### src/rtl/mini16_pkg.sv
`timescale 1ns/1ps
`default_nettype none
// ============================================================================
// Module      : mini16_pkg
// Description : Shared definitions for the reset sequencer: FSM state
//               encodings (also driven onto the LED state port), ready-bit
//               values, loss-counter width and a small elaboration helper.
// Revision    : 1.0 - initial release
// ============================================================================
package mini16_pkg;

    localparam int STATE_W = 2;

    // Encodings are visible on the state output, so they are fixed here.
    typedef enum logic [STATE_W-1:0] {
        ST_ASSERT  = 2'd0,
        ST_HOLD    = 2'd1,
        ST_RELEASE = 2'd2,
        ST_RUN     = 2'd3
    } seq_state_t;

    localparam logic READY_ON  = 1'b1;
    localparam logic READY_OFF = 1'b0;

    localparam int              LOSS_W   = 8;
    localparam logic [LOSS_W-1:0] LOSS_MAX = '1;

    function automatic int max_int(input int a, input int b);
        return (a > b) ? a : b;
    endfunction

endpackage
`default_nettype wire

### src/rtl/cdc_synchronizer.sv
`timescale 1ns/1ps
`default_nettype none
// ============================================================================
// Module      : cdc_synchronizer
// Description : Multi-flop synchroniser for asynchronous level inputs.
//               The reset value is a port so each instance can choose the
//               "safe" level of its signal (e.g. unlocked, button released).
// Ports       : clk      - destination clock
//               reset_n  - asynchronous active-low reset
//               rst_val  - value loaded into every stage while in reset
//               d        - asynchronous input
//               q        - synchronised output (STAGES cycles of latency)
// Revision    : 1.0 - initial release
// ============================================================================
module cdc_synchronizer #(
    parameter int WIDTH  = 1,
    parameter int STAGES = 2
) (
    input  logic             clk,
    input  logic             reset_n,
    input  logic [WIDTH-1:0] rst_val,
    input  logic [WIDTH-1:0] d,
    output logic [WIDTH-1:0] q
);

    logic [WIDTH-1:0] chain [STAGES];

    always_ff @(posedge clk or negedge reset_n) begin
        if (!reset_n) begin
            for (int i = 0; i < STAGES; i++) begin
                chain[i] <= rst_val;
            end
        end else begin
            chain[0] <= d;
            for (int i = 1; i < STAGES; i++) begin
                chain[i] <= chain[i-1];
            end
        end
    end

    assign q = chain[STAGES-1];

endmodule
`default_nettype wire

### src/rtl/reset_sequencer.sv
`timescale 1ns/1ps
`default_nettype none
// ============================================================================
// Module      : reset_sequencer
// Description : Power-on / user reset sequencer. Waits for PLL lock with no
//               button press, holds all domain resets for HOLD_CYCLES, then
//               releases them one by one (index order) every STAGE_GAP
//               cycles and flags ready. Any abort condition slams all resets
//               back on. Lock losses seen while running are counted
//               (saturating).
// Config      : RESET_SEQ_DEBOUNCE_EN - when defined, a button press is only
//               honoured after DEBOUNCE_CYCLES continuous low samples.
// Ports       : clk        - single clock
//               reset_n    - asynchronous active-low reset
//               pll_locked - asynchronous PLL lock indicator
//               button_n   - asynchronous active-low user reset request
//               reset_out  - active-high per-domain resets (registered)
//               ready      - all channels released (registered)
//               state      - FSM state for LED display (registered)
//               loss_count - saturating lock-loss-in-RUN count (registered)
// Revision    : 1.0 - initial release
// ============================================================================
module reset_sequencer
    import mini16_pkg::*;
#(
    parameter int CHANNELS        = 3,
    parameter int HOLD_CYCLES     = 1024,
    parameter int STAGE_GAP       = 16,
    parameter int SYNC_STAGES     = 2,
    parameter int DEBOUNCE_CYCLES = 65536
) (
    input  logic                clk,
    input  logic                reset_n,
    input  logic                pll_locked,
    input  logic                button_n,
    output logic [CHANNELS-1:0] reset_out,
    output logic                ready,
    output logic [STATE_W-1:0]  state,
    output logic [LOSS_W-1:0]   loss_count
);

    // One cycle counter serves both HOLD and RELEASE, so it is sized for the
    // longer of the two intervals.
    localparam int CYC_W  = $clog2(max_int(HOLD_CYCLES, STAGE_GAP) + 1);
    localparam int CHAN_W = $clog2(CHANNELS + 1);

    localparam logic [CYC_W-1:0]  HOLD_LAST = CYC_W'(HOLD_CYCLES - 1);
    localparam logic [CYC_W-1:0]  GAP_LAST  = CYC_W'(STAGE_GAP - 1);
    localparam logic [CHAN_W-1:0] CHAN_ALL  = CHAN_W'(CHANNELS);

    // ------------------------------------------------------------------
    // Input synchronisation
    // ------------------------------------------------------------------
    logic locked_sync;
    logic button_sync;
    logic press;

    cdc_synchronizer #(
        .WIDTH  (1),
        .STAGES (SYNC_STAGES)
    ) u_sync_locked (
        .clk     (clk),
        .reset_n (reset_n),
        .rst_val (1'b0),
        .d       (pll_locked),
        .q       (locked_sync)
    );

    cdc_synchronizer #(
        .WIDTH  (1),
        .STAGES (SYNC_STAGES)
    ) u_sync_button (
        .clk     (clk),
        .reset_n (reset_n),
        .rst_val (1'b1),
        .d       (button_n),
        .q       (button_sync)
    );

    // ------------------------------------------------------------------
    // Button press qualification
    // ------------------------------------------------------------------
`ifdef RESET_SEQ_DEBOUNCE_EN
    localparam int              DB_W    = $clog2(DEBOUNCE_CYCLES + 1);
    localparam logic [DB_W-1:0] DB_DONE = DB_W'(DEBOUNCE_CYCLES);

    logic [DB_W-1:0] db_cnt;

    // Counts consecutive low samples and parks at DB_DONE; any high sample
    // clears it, which also makes release take effect immediately.
    always_ff @(posedge clk or negedge reset_n) begin
        if (!reset_n) begin
            db_cnt <= '0;
        end else if (button_sync) begin
            db_cnt <= '0;
        end else if (db_cnt != DB_DONE) begin
            db_cnt <= db_cnt + 1'b1;
        end
    end

    assign press = (db_cnt == DB_DONE);
`else
    assign press = ~button_sync;

    // Debounce length is meaningless without the debouncer; it is referenced
    // here only so the parameter list stays identical across builds.
    if (DEBOUNCE_CYCLES < 0) begin : g_debounce_unused
    end
`endif

    logic start_ok;
    logic abort;

    assign start_ok = locked_sync & ~press;
    assign abort    = ~start_ok;

    // ------------------------------------------------------------------
    // Sequencing FSM
    // ------------------------------------------------------------------
    seq_state_t          state_q,  state_nxt;
    logic [CHANNELS-1:0] rst_q,    rst_nxt;
    logic                ready_q,  ready_nxt;
    logic [CYC_W-1:0]    cyc_q,    cyc_nxt;
    logic [CHAN_W-1:0]   chan_q,   chan_nxt;
    logic [LOSS_W-1:0]   loss_q,   loss_nxt;

    always_ff @(posedge clk or negedge reset_n) begin
        if (!reset_n) begin
            state_q <= ST_ASSERT;
            rst_q   <= '1;
            ready_q <= READY_OFF;
            cyc_q   <= '0;
            chan_q  <= '0;
            loss_q  <= '0;
        end else begin
            state_q <= state_nxt;
            rst_q   <= rst_nxt;
            ready_q <= ready_nxt;
            cyc_q   <= cyc_nxt;
            chan_q  <= chan_nxt;
            loss_q  <= loss_nxt;
        end
    end

    always_comb begin
        state_nxt = state_q;
        rst_nxt   = rst_q;
        ready_nxt = ready_q;
        cyc_nxt   = cyc_q;
        chan_nxt  = chan_q;
        loss_nxt  = loss_q;

        if ((state_q != ST_ASSERT) && abort) begin
            state_nxt = ST_ASSERT;
            rst_nxt   = '1;
            ready_nxt = READY_OFF;
            cyc_nxt   = '0;
            chan_nxt  = '0;
            // Only lock loss while running is counted; a simultaneous button
            // press still yields a single increment.
            if ((state_q == ST_RUN) && !locked_sync && (loss_q != LOSS_MAX)) begin
                loss_nxt = loss_q + 1'b1;
            end
        end else begin
            case (state_q)
                ST_ASSERT: begin
                    rst_nxt   = '1;
                    ready_nxt = READY_OFF;
                    cyc_nxt   = '0;
                    chan_nxt  = '0;
                    if (start_ok) begin
                        state_nxt = ST_HOLD;
                    end
                end
                ST_HOLD: begin
                    if (cyc_q == HOLD_LAST) begin
                        state_nxt = ST_RELEASE;
                        // Shifting a zero in from the bottom releases the
                        // channels strictly in index order.
                        rst_nxt   = rst_q << 1;
                        chan_nxt  = CHAN_W'(1);
                        cyc_nxt   = '0;
                    end else begin
                        cyc_nxt = cyc_q + 1'b1;
                    end
                end
                ST_RELEASE: begin
                    if (chan_q == CHAN_ALL) begin
                        state_nxt = ST_RUN;
                        ready_nxt = READY_ON;
                    end else if (cyc_q == GAP_LAST) begin
                        rst_nxt  = rst_q << 1;
                        chan_nxt = chan_q + 1'b1;
                        cyc_nxt  = '0;
                    end else begin
                        cyc_nxt = cyc_q + 1'b1;
                    end
                end
                ST_RUN: begin
                end
                default: begin
                    state_nxt = ST_ASSERT;
                end
            endcase
        end
    end

    assign reset_out  = rst_q;
    assign ready      = ready_q;
    assign state      = state_q;
    assign loss_count = loss_q;

endmodule
`default_nettype wire

### config.mk
export PLATFORM = sky130hd
export DESIGN_NAME = reset_sequencer
export DESIGN_NICKNAME = d
export VERILOG_FILES = /design/src/rtl/mini16_pkg.sv /design/src/rtl/cdc_synchronizer.sv /design/src/rtl/reset_sequencer.sv
export SDC_FILE = /design/constraint.sdc
export NUM_CORES = 1
export LEC_CHECK = 0
export CORE_ASPECT_RATIO = 1.25
export CORE_UTILIZATION = 55
export DETAILED_ROUTE_END_ITERATION = 16
export PLACE_DENSITY = 0.77
export SLEW_MARGIN = 20
export SYNTH_ARGS = -nofsm -noshare
export SYNTH_HDL_FRONTEND = slang
export SYNTH_SLANG_ARGS = --single-unit
### constraint.sdc
create_clock -name clk -period 2.9 [get_ports clk]
set_clock_uncertainty 0.1 [all_clocks]
set_input_delay 0.435 -clock clk [delete_from_list [all_inputs] [get_ports clk]]
set_output_delay 0.435 -clock clk [all_outputs]
set_load 0.1 [all_outputs]
; ---- Yosys cells after proc, flatten, opt, wreduce, memory -nomap -nowiden
; Cells that the tools add are included.
[op_classes]
add_sub_neg = 3
n_eq_ne = 12
mux = 23
n_bitwise = 2
reduce_logical = 13
[op_table]
columns = cell, count
row1 = two-way mux 11 bit, 4
row2 = one-hot mux 11 bit (3 select lines), 1
row3 = two-way mux 2 bit, 8
row4 = != test 3 bit (second input constant), 5
row5 = two-way mux 3 bit, 4
row6 = one-hot mux 2 bit (3 select lines), 2
row7 = adder 11 x 1 -> 11 bit (second input constant), 1
row8 = == test 11 x 10 -> 1 bit (second input constant), 1
row9 = == test 11 x 4 -> 1 bit (second input constant), 1
row10 = one-hot mux 3 bit (3 select lines), 1
row11 = adder 8 x 1 -> 8 bit (second input constant), 1
row12 = != test 8 bit (second input constant), 1
row13 = AND reduction 4 bit, 2
row14 = == test 2 bit (second input constant), 3
row15 = AND reduction 2 bit, 3
row16 = nonzero test 4 bit, 1
row17 = logical AND 1 bit, 3
row18 = nonzero test 3 bit, 1
row19 = adder 2 x 1 -> 2 bit (second input constant), 1
row20 = == test 2 x 1 -> 1 bit (second input constant), 1
row21 = logical NOT 2 bit, 1
row22 = two-way mux 1 bit, 2
row23 = one-hot mux 1 bit (2 select lines), 1
row24 = nonzero test 2 bit, 1
row25 = 3 further kinds, 3
[word_totals]
regBits = 31
inputBits = 4
out_inout_bits = 14
elab_cells = 63

; ---- Depth between registers and ports, before layout
; Gate-level depths: netlist of run 1.
[logic_depth]
depth_word = 5
ltp_mapped = 7
mapped_depth_nobuf = 7

; ---- Worst setup path after synthesis of run 1
; OpenSTA, ideal clock, no wires.
[synth_path]
path_kind = register -> register
startpoint = register state_q[0] (netlist: state[0])
endpoint = register loss_q[5] (netlist: loss_count[5])
setup_ns = 0.159
arrival_time_ns = 2.734
t_required_ns = 2.641
path_slack_ns = -0.093
stages_incl_launch_ff = 8
path_buffers = 0
synth_period_minus_slack_ns = 2.993
path_cell_list = dfrtp_1 inv_1 ha_1 or3b_2 a31oi_1 and4_1 nand3_1 xnor2_1
[synth_between]
elab_chain_cells = 4
elab_cells_between_ends = 6
classes_between = eq/ne (1) / reduce/logical (5)
[synth_lines]
columns = item, line_no
row1 = from (decl), reset_sequencer.sv:120  ; seq_state_t state_q, state_nxt;
row2 = from (signal assigned), reset_sequencer.sv:136  ; state_q <= state_nxt;
row3 = == test 2 bit, reset_sequencer.sv:161  ; if ((state_q == ST_RUN) && !locked_sync && (loss_q != LOSS_MAX)) begin
row4 = logical AND 1 bit (2 in series), reset_sequencer.sv:161
row5 = AND reduction 2 bit (no source line) (*), n/a
row6 = to (signal assigned), reset_sequencer.sv:141  ; loss_q <= loss_nxt;
row7 = to (decl), reset_sequencer.sv:125  ; logic [LOSS_W-1:0] loss_q, loss_nxt;
; Every way passes the cells marked *; elsewhere a longest branch is shown, timed or not.
; A chain may end at the register's enable or synchronous reset.

; ---- Worst setup path after layout of run 1
[layout_path]
startpoint = register cyc_q[0]
endpoint = register cyc_q[10]
[layout_between]
elab_chain_cells = 5
elab_cells_between_ends = 8
classes_between = add/sub (1) / eq/ne (2) / mux (5)
[layout_lines]
columns = item, line_no
row1 = from (decl), reset_sequencer.sv:123  ; logic [CYC_W-1:0] cyc_q, cyc_nxt;
row2 = from (signal assigned), reset_sequencer.sv:139  ; cyc_q <= cyc_nxt;
row3 = adder 11 x 1 -> 11 bit / == test 11 x 4 -> 1 bit (equally long branches), "reset_sequencer.sv:184, reset_sequencer.sv:196, reset_sequencer.sv:191"
row4 = two-way mux 11 bit, reset_sequencer.sv:191  ; end else if (cyc_q == GAP_LAST) begin
row5 = two-way mux 11 bit, reset_sequencer.sv:188  ; if (chan_q == CHAN_ALL) begin
row6 = one-hot mux 11 bit (3 select lines) (*), reset_sequencer.sv:165  ; case (state_q)
row7 = two-way mux 11 bit (*), reset_sequencer.sv:153  ; if ((state_q != ST_ASSERT) && abort) begin
; Every way passes the cells marked *; elsewhere a longest branch is shown, timed or not. The select of a mux whose other input is x is not followed.

==> flow_summary.toml, run 1 <==
[floorplan]
start_util = 0.594
die_height_microns = 63.0
fp-row-count = 21
dieArea_sq_um = 3200
chipWidth_microns = 50.8
io_pins = 18
core_sq_um = 2760

[cells_and_area]
diodes = 0
layoutNonFillerInstCount = 211
layout-drive-gt1-share = 0.249
final_nets = 187
fin_util = 0.683
syn2layout_area_growth_pct = 15.0

[critical_path]
slowest_delay_ns = 0.56
start_kind = "flop"
rr_worst_depth = 6
cp_max_fo = 7
end_kind = "flop"
cp_data_arrival_time_ns = 2.49
crit_chain = "ha_1 > nand4b_1 > o41ai_4 > a21o_1 > nor2_1 > a221o_1"
critical_path_class = "reg2reg"
slowest_stage = "o41ai_4"
cp.required_ns = 3.02

[sta]
period_share = 0.816
min_period_ns = 2.37
drv_slew = 0
worstMarginPinSlew_ns = 0.455
setup_viol_count_final = 0
hold_ws_ns = 0.255
layout_setup_ws_ns = 0.533
tns_ns = 0
timing.fmax_mhz = 422
slew_headroom = 0.696
rsz0062_at_grt = "no"
finalHoldViolCount = 0

[route]
antenna_left = 0
wl_per_cell_microns = 15.0
wl_met3_microns = 89
drt_iter0_markers = 24
firstDrtPassIters = 4
wl_met2_microns = 1640
num_vias = 1204
viasPerCell = 5.71
drc = 0
met1Wirelength_microns = 1340
top_layer = "met4"
routed_wl_microns = 3170

[synth]
syn_inst = 150
synth_cell_type_count = 40
seq_area_frac_synth = 0.477
synth_top_area_frac = 0.397
syn_nets = 161
synthesis.area_sq_um = 1640
synthTopCellsByArea = "dfrtp_1, dfstp_2, ha_1"
synthMostInstantiatedCell = "dfrtp_1"
synth_edf_count = 0
synth-async-reset-ratio = 1.00
synth_ff_type = "dfrtp_1"
yosys_register_bits = 31
synth_top_area_cell = "dfrtp_1"
postSynthAreaPerCell_sq_um = 10.9
synth_common_cells = "dfrtp_1, nand2_1, nand3_1, o21ai_0, nor2_1"
yosys_warnings = 0

[clock_tree]
cts_root_buf = "clkbuf_4"
clk_pin_slew_ns = 0.09
clock_path_buffers = 2
insertion_delay_ns = 0.34
cts_tree = "yes"
cts_sinks = 31
cts_max_level = 2
holdBufCountCts = 0
cts_made_buffers = 5
ctsResizeCount = 0
cts_setup_buffers = 0

[power]
max-vdd-ir-drop_uv = 842
power_density_nw_per_um2 = 970
power_leakage_nw = 0.919

[placement]
place_ws_ns = 0.589
dp.cells = 203
hpwl_microns = 2260
io_buffer_count = 17
gp_congestion = 0.796

[grt]
antenna_found_initial = 0
track_usage = 0.236
overflow = 0
grt_pass1_wl_microns = 5490
grt_pass1_vias = 1229
grt_max_degree = 32

[job]
maxCapViolCount = 0

[hold_path]
hp-class = "reg2reg"
min_path_cells = 0

[run_status]
outcome = "complete, no violations"
==> metal layers <==
metal	global-route usage	up-vias
li1	-	593
met1	0.267	572
met2	0.400	30
met3	0.0438	9
met4	0.142	0
met5	0	-
==> cell usage in the layout, fill, tap and decap left out, types with 3 or more instances in the layout <==
| cell type | instances |
|---|---|
| a21o_1 | 4 |
| a21oi_1 | 4 |
| a22o_1 | 6 |
| and3_1 | 5 |
| buf_4 | 16 |
| clkbuf_4 | 5 |
| clkdlybuf4s50_1 | 3 |
| dfrtp_1 | 24 |
| dfstp_2 | 5 |
| ha_1 | 7 |
| inv_1 | 5 |
| mux2_4 | 3 |
| nand2_1 | 17 |
| nand3_1 | 9 |
| nor2_1 | 8 |
| nor2b_1 | 5 |
| nor3_1 | 3 |
| o21ai_0 | 9 |
| xnor2_1 | 5 |
==> logic make-up after synthesis <==
kind of cell,after synthesis,share of synthesized area
AO/OA/AOI/OAI,31,0.159
adder cells (fa/ha/maj),7,0.0535
multiplexers,8,0.0603
AND/OR/NAND/NOR,61,0.201
buffers and inverters,5,0.0115
flip-flops,31,0.477
XOR/XNOR,7,0.0374
==> flip-flops by register name, summed over array words and instances (netlist names) <==
| name | cells |
|---|---|
| loss_count | 8 |
| chan_q | 2 |
| u_sync_button.q | 1 |
| cyc_q | 11 |
| u_sync_locked.q | 1 |
| u_sync_locked.chain | 1 |
| u_sync_button.chain | 1 |
| reset_out | 3 |
| ready | 1 |
| state | 2 |
==> per-stage QoR <==
step	cell area [sq um]	total power [mW]
after floorplan	1640	1.38
after global placement	1830	1.56
after detailed placement	1830	1.59
after CTS	1880	1.84
after global routing	1880	1.93
final	1880	1.83
==> final cells by class <==
type                            count  area (sq um)
Fill cell                         217           876
Multi-Input combinational cell    114           837
Sequential cell                    31           785
Inverter                            5          18.8
Clock buffer                        7          45.0
Tap cell                           34          42.5
Clock inverter                      1          5.00
Timing Repair Buffer               19           150
==> final timing paths <==
check	endpoint	slack, ns	startpoint
setup / recovery	cyc_q[10]	0.53	cyc_q[0]
hold / removal	u_sync_locked.q	0.26	u_sync_locked.chain[1]
setup reg to reg	cyc_q[10]	0.53	cyc_q[0]
hold reg to reg	u_sync_locked.q	0.26	u_sync_locked.chain[1]
max in group asynchronous	reset_out[2]	2.01	reset_n
min in group asynchronous	cyc_q[6]	0.37	reset_n
==> where the power goes <==
part	total (mW)	switching, mW	leakage [nW]	internal [mW]
sequential	0.574	0.0637	0.401	0.510
clock	0.246	0.151	0.0293	0.0943
combinational	1.01	0.701	0.488	0.305
==> critical path: cells and delay by family, from the launching register on <==
kind | cells | cell delay, ns
adders and majority gates | 1 | 0.20
DFF | 1 | 0.39
AOI/OAI and AO/OA | 3 | 1.15
and+or+nand+nor | 2 | 0.40
(Power assumes the default switching activity.)
==> run 2, diff against run 1 <==
--- a/config.mk
+++ b/config.mk
@@ -6,9 +6,9 @@
 export NUM_CORES = 1
 export LEC_CHECK = 0
 export CORE_ASPECT_RATIO = 1.25
-export CORE_UTILIZATION = 55
+export CORE_UTILIZATION = 50
 export DETAILED_ROUTE_END_ITERATION = 16
-export PLACE_DENSITY = 0.77
+export PLACE_DENSITY = 0.74
 export SLEW_MARGIN = 20
 export SYNTH_ARGS = -nofsm -noshare
 export SYNTH_HDL_FRONTEND = slang
==> constraint.sdc (replaced) <==
create_clock -name clk -period 2.15 [get_ports clk]
set_clock_uncertainty 0.1 [all_clocks]
set_input_delay 0.3225 -clock clk [delete_from_list [all_inputs] [get_ports clk]]
set_output_delay 0.3225 -clock clk [all_outputs]
set_load 0.1 [all_outputs]
==> run 2 against run 1 <==
Compared with the run above: the run now ends with setup timing left; core utilization increased by 0.18 points; routed wire length up 2.9%; non-clock buffer count is 13 higher; first-iteration DRC count rose by 67%; sequential cell count is the same; final area up 10%.
==> flow_summary.toml, run 2 (synthesis gave the netlist of run 1 again) <==
[run_status]
outcome = "finished, violations left"
violations = "setup timing"

[critical_path]
crit_chain = "or4_4 > or4_4 > nor2_4 > o221ai_4 > mux2_4"
end_kind = "flop"
critical_path_class = "reg2reg"
rr_worst_depth = 5
start_kind = "flop"
slowest_stage = "or4_4"
cpMostUsedCell = "or4_4"
slowest_delay_ns = 0.56
cp_data_arrival_time_ns = 2.28
cp.required_ns = 2.26
cp_max_fo = 4

[sta]
drv_slew = 0
min_period_ns = 2.17
setup_viol_count_final = 2
tns_ns = -0.0374
slew_headroom = 0.721
rsz0062_at_grt = "yes"
worstMarginPinSlew_ns = 0.419
layout_setup_ws_ns = -0.0218
finalHoldViolCount = 0
timing.fmax_mhz = 460
period_share = 1.01

[power]
power_density_nw_per_um2 = 1310
max-vdd-ir-drop_uv = 1400
power_leakage_nw = 0.996

[grt]
grt_pass1_vias = 1268
grt_max_degree = 32
track_usage = 0.216
antenna_found_initial = 0
overflow = 0
grt_pass1_wl_microns = 5510

[placement]
gp_congestion = 0.836
place_area_sq_um = 1960
place_ws_ns = -0.00362
io_buffer_count = 17
hpwl_microns = 2420

[floorplan]
start_util = 0.541
io_pins = 18
fp-row-count = 22
chipWidth_microns = 53.2
dieArea_sq_um = 3510
die_height_microns = 66.0
core_sq_um = 3030

[clock_tree]
insertion_delay_ns = 0.33
clk_pin_slew_ns = 0.09
cts_made_buffers = 5
cts_max_level = 2
cts_tree = "yes"
holdBufCountCts = 0
cts_sinks = 31
cts_root_buf = "clkbuf_4"
clock_path_buffers = 2

[cells_and_area]
final_area_sq_um = 2070
multi_input_area_sq_um = 900
largest_reg_flops = 11
largest-register = "cyc_q"
mostFrequentLayoutCells = "buf_4, dfrtp_1, nand2_1"
final_nets = 200
mostFrequentLayoutCell = "buf_4"
diodes = 0
fillers = 235
regArea_sq_um = 792
layout-drive-gt1-share = 0.374
syn2layout_area_growth_pct = 26.5

[route]
viasPerCell = 5.62
drc = 0
wl_per_cell_microns = 14.4
drt_iter0_markers = 40
routed_wl_microns = 3260
firstDrtPassIters = 4
antenna_left = 0
num_vias = 1269

[job]
maxCapViolCount = 0

[hold_path]
min_path_cells = 0
hp-class = "reg2reg"
run 2: cell type report:
cell class              count  area share
multi-input cells         114       0.434
well taps                  36      0.0217
flip-flops and latches     31       0.382
clock inverters             1     0.00242
clock buffers               7      0.0266
repair buffers             32       0.121
inverters                   5      0.0115
run 2: repair_timing:
| item | 4_1_cts | 5_1_grt |
|---|---|---|
| resized for setup | 0 | 14 |
| endpoints found under the setup margin | 3 | 14 |
| pin swaps | 0 | 10 |
| setup buffers | 0 | 2 |
run 2: power by group:
| group | switching, mW | internal, mW |
|---|---|---|
| Clock | 0.192 | 0.158 |
| Combinational | 1.00 | 0.561 |
| Sequential | 0.0916 | 0.699 |
| Total | 1.29 | 1.42 |
run 2: path summary, 6_finish.rpt:
check	start	to	slack [ns]
setup reg to reg	cyc_q[4]	chan_q[1]	-0.02
setup / recovery	cyc_q[4]	chan_q[1]	-0.02
max in group asynchronous	reset_n	reset_out[0]	1.34
hold reg to reg	u_sync_locked.chain[1]	u_sync_locked.q	0.26
min in group asynchronous	reset_n	cyc_q[3]	0.27
hold / removal	u_sync_locked.chain[1]	u_sync_locked.q	0.26
run 2: metal layers:
metal / wire (microns) / track usage
met1: 1470 / 0.266
met3: 78 / 0.0483
met5: 0 / 0
met2: 1670 / 0.361
met4: 38 / 0.0789
run 2: stage by stage:
stage / power [mW] / hold WS (ns) / cells / utilization
3_3_place_gp: 2.28 / 0.237 / 216 / 0.648
5_1_grt: 2.86 / 0.263 / 226 / 0.684
6_report: 2.71 / 0.258 / 226 / 0.684
2_1_floorplan: 1.92 / -0.0731 / 150 / -
4_1_cts: 2.67 / 0.261 / 224 / 0.667
3_5_place_dp: 2.31 / 0.241 / 216 / 0.648
run 2: critical path, delay by kind of cell, from the launching register on:
family	cells	cell delay (ns)
AOI/OAI and AO/OA	1	0.14
DFF	1	0.39
muxes	1	0.33
and+or+nand+nor	3	1.12
==> run 3, diff against run 2 <==
--- a/config.mk
+++ b/config.mk
@@ -9,6 +9,7 @@
 export CORE_UTILIZATION = 50
 export DETAILED_ROUTE_END_ITERATION = 16
 export PLACE_DENSITY = 0.74
+export SKIP_LAST_GASP = 1
 export SLEW_MARGIN = 20
 export SYNTH_ARGS = -nofsm -noshare
 export SYNTH_HDL_FRONTEND = slang
==> run 3 against run 2 <==
Compared with the run above: the flow still finishes with violations (setup timing); critical path type unchanged; clock power about the same; count of clock-buffer cells in the layout unchanged; final area shrank 0.12%; first-iteration DRC count down 30%; worst hold slack about the same.
==> flow_summary.toml, run 3 (synthesis gave the netlist of run 1 again) <==
[run_status]
outcome = "finished, violations left"
violations = "setup timing"

[clock_tree]
cts_made_buffers = 5
clk_pin_slew_ns = 0.10
cts_root_buf = "clkbuf_4"
clock_path_buffers = 2
cts_sinks = 31
holdBufCountCts = 0
cts_max_level = 2
cts_tree = "yes"
insertion_delay_ns = 0.33

[power]
comb_power_share = 0.577
p_sw_frac = 0.476
pwr-share-clk = 0.131
p_sw_mw = 1.29
max-vdd-ir-drop_uv = 1400
p_int_mw = 1.42
power_density_nw_per_um2 = 1310
power_leakage_nw = 0.998
seqPwrFrac = 0.292

[cells_and_area]
mostFrequentLayoutCell = "buf_4"
final_nets = 200
diodes = 0
final_area_sq_um = 2070
largest-register = "cyc_q"
mostFrequentLayoutCells = "buf_4, dfrtp_1, nand2_1"
layoutNonFillerInstCount = 226
syn2layout_area_growth_pct = 26.4
layout-drive-gt1-share = 0.368
largest_reg_flops = 11

[critical_path]
critical_path_class = "reg2reg"
slowest_stage = "or4_4"
crit_chain = "or4_4 > or4_4 > nor2_4 > o221ai_4 > mux2_4"
cp.required_ns = 2.27
cp_data_arrival_time_ns = 2.29
cpMostUsedCell = "or4_4"
end_kind = "flop"
cp_max_fo = 4
slowest_delay_ns = 0.56
start_kind = "flop"

[route]
drc = 0
viasPerCell = 5.67
antenna_left = 0
firstDrtPassIters = 4
wl_per_cell_microns = 14.4
num_vias = 1282
routed_wl_microns = 3260
drt_iter0_markers = 28

[placement]
hpwl_microns = 2420
gp_congestion = 0.836
dp.cells = 216
io_buffer_count = 17
place_area_sq_um = 1960

[grt]
track_usage = 0.216
grt_max_degree = 32
grt_pass1_vias = 1268
antenna_found_initial = 0
grt_pass1_wl_microns = 5510
overflow = 0

[floorplan]
io_pins = 18
fp-row-count = 22
start_util = 0.541
die_height_microns = 66.0
core_sq_um = 3030
chipWidth_microns = 53.2
dieArea_sq_um = 3510

[sta]
period_share = 1.01
finalHoldViolCount = 0
layout_setup_ws_ns = -0.0192
min_period_ns = 2.17
setup_viol_count_final = 2
timing.fmax_mhz = 461
rsz0062_at_grt = "yes"
drv_slew = 0
slew_headroom = 0.718
worstMarginPinSlew_ns = 0.423

[job]
maxCapViolCount = 0

[hold_path]
hp-class = "reg2reg"
## run 3: cell counts in the layout (fill, tap and decap cells not counted)
No cell type changed its count.
## run 3: critical path: cells and delay by family, from the launching register on
family / cells / cell delay (ns)
compound gates: 1 / 0.13
mux: 1 / 0.33
flops: 1 / 0.39
simple gates: 3 / 1.12
## run 3: layer usage
metal | up-vias | track usage | share of wire
met4 | 0 | 0.0789 | 0.010
met2 | 24 | 0.361 | 0.51
met3 | 4 | 0.0483 | 0.030
met5 | - | 0 | 0
met1 | 628 | 0.266 | 0.45
li1 | 626 | - | -
## run 3: power groups by stage
stage	logic, mW	clock network [mW]	registers, mW
after floorplan	0.644	0	1.28
after global placement	1.48	0	0.796
after detailed placement	1.51	0	0.800
after CTS	1.51	0.362	0.791
after global routing	1.67	0.387	0.803
final	1.56	0.353	0.790
## run 3: metrics by stage
| step | TNS [ns] | power (mW) | hold slack [ns] | util | worst slack [ns] |
|---|---|---|---|---|---|
| 6_report | -0.0328 | 2.70 | 0.258 | 0.683 | -0.0192 |
| 3_5_place_dp | -0.00362 | 2.31 | 0.241 | 0.648 | -0.00362 |
| 4_1_cts | -0.0305 | 2.67 | 0.261 | 0.667 | -0.0184 |
| 3_3_place_gp | 0 | 2.28 | 0.237 | 0.648 | 0.0278 |
| 5_1_grt | -0.483 | 2.86 | 0.263 | 0.683 | -0.0708 |
| 2_1_floorplan | -0.179 | 1.92 | -0.0731 | - | -0.0927 |
## run 3: repair_timing
action | in CTS | in global routing
resized for setup | 0 | 13
pin swaps | 0 | 10
setup buffers | 0 | 2
endpoints found under the setup margin | 3 | 14
## run 3: cell type report
class	instances	area, sq um
flip-flops and latches	31	792
inverters	5	23.8
clock buffers	7	55.1
well taps	36	45.0
multi-input cells	114	897
fillers	236	958
clock inverters	1	5.00
repair buffers	32	251
## run 3: final timing paths
check / to / slack, ns / start / depth (start not counted)
min: u_sync_locked.q / 0.26 / u_sync_locked.chain[1] / 0
min reg2reg: u_sync_locked.q / 0.26 / u_sync_locked.chain[1] / 0
max reg2reg: chan_q[1] / -0.02 / cyc_q[4] / 5
min in group asynchronous: cyc_q[3] / 0.27 / reset_n / 2
max in group asynchronous: reset_out[0] / 1.34 / reset_n / 2
max: chan_q[1] / -0.02 / cyc_q[4] / 5
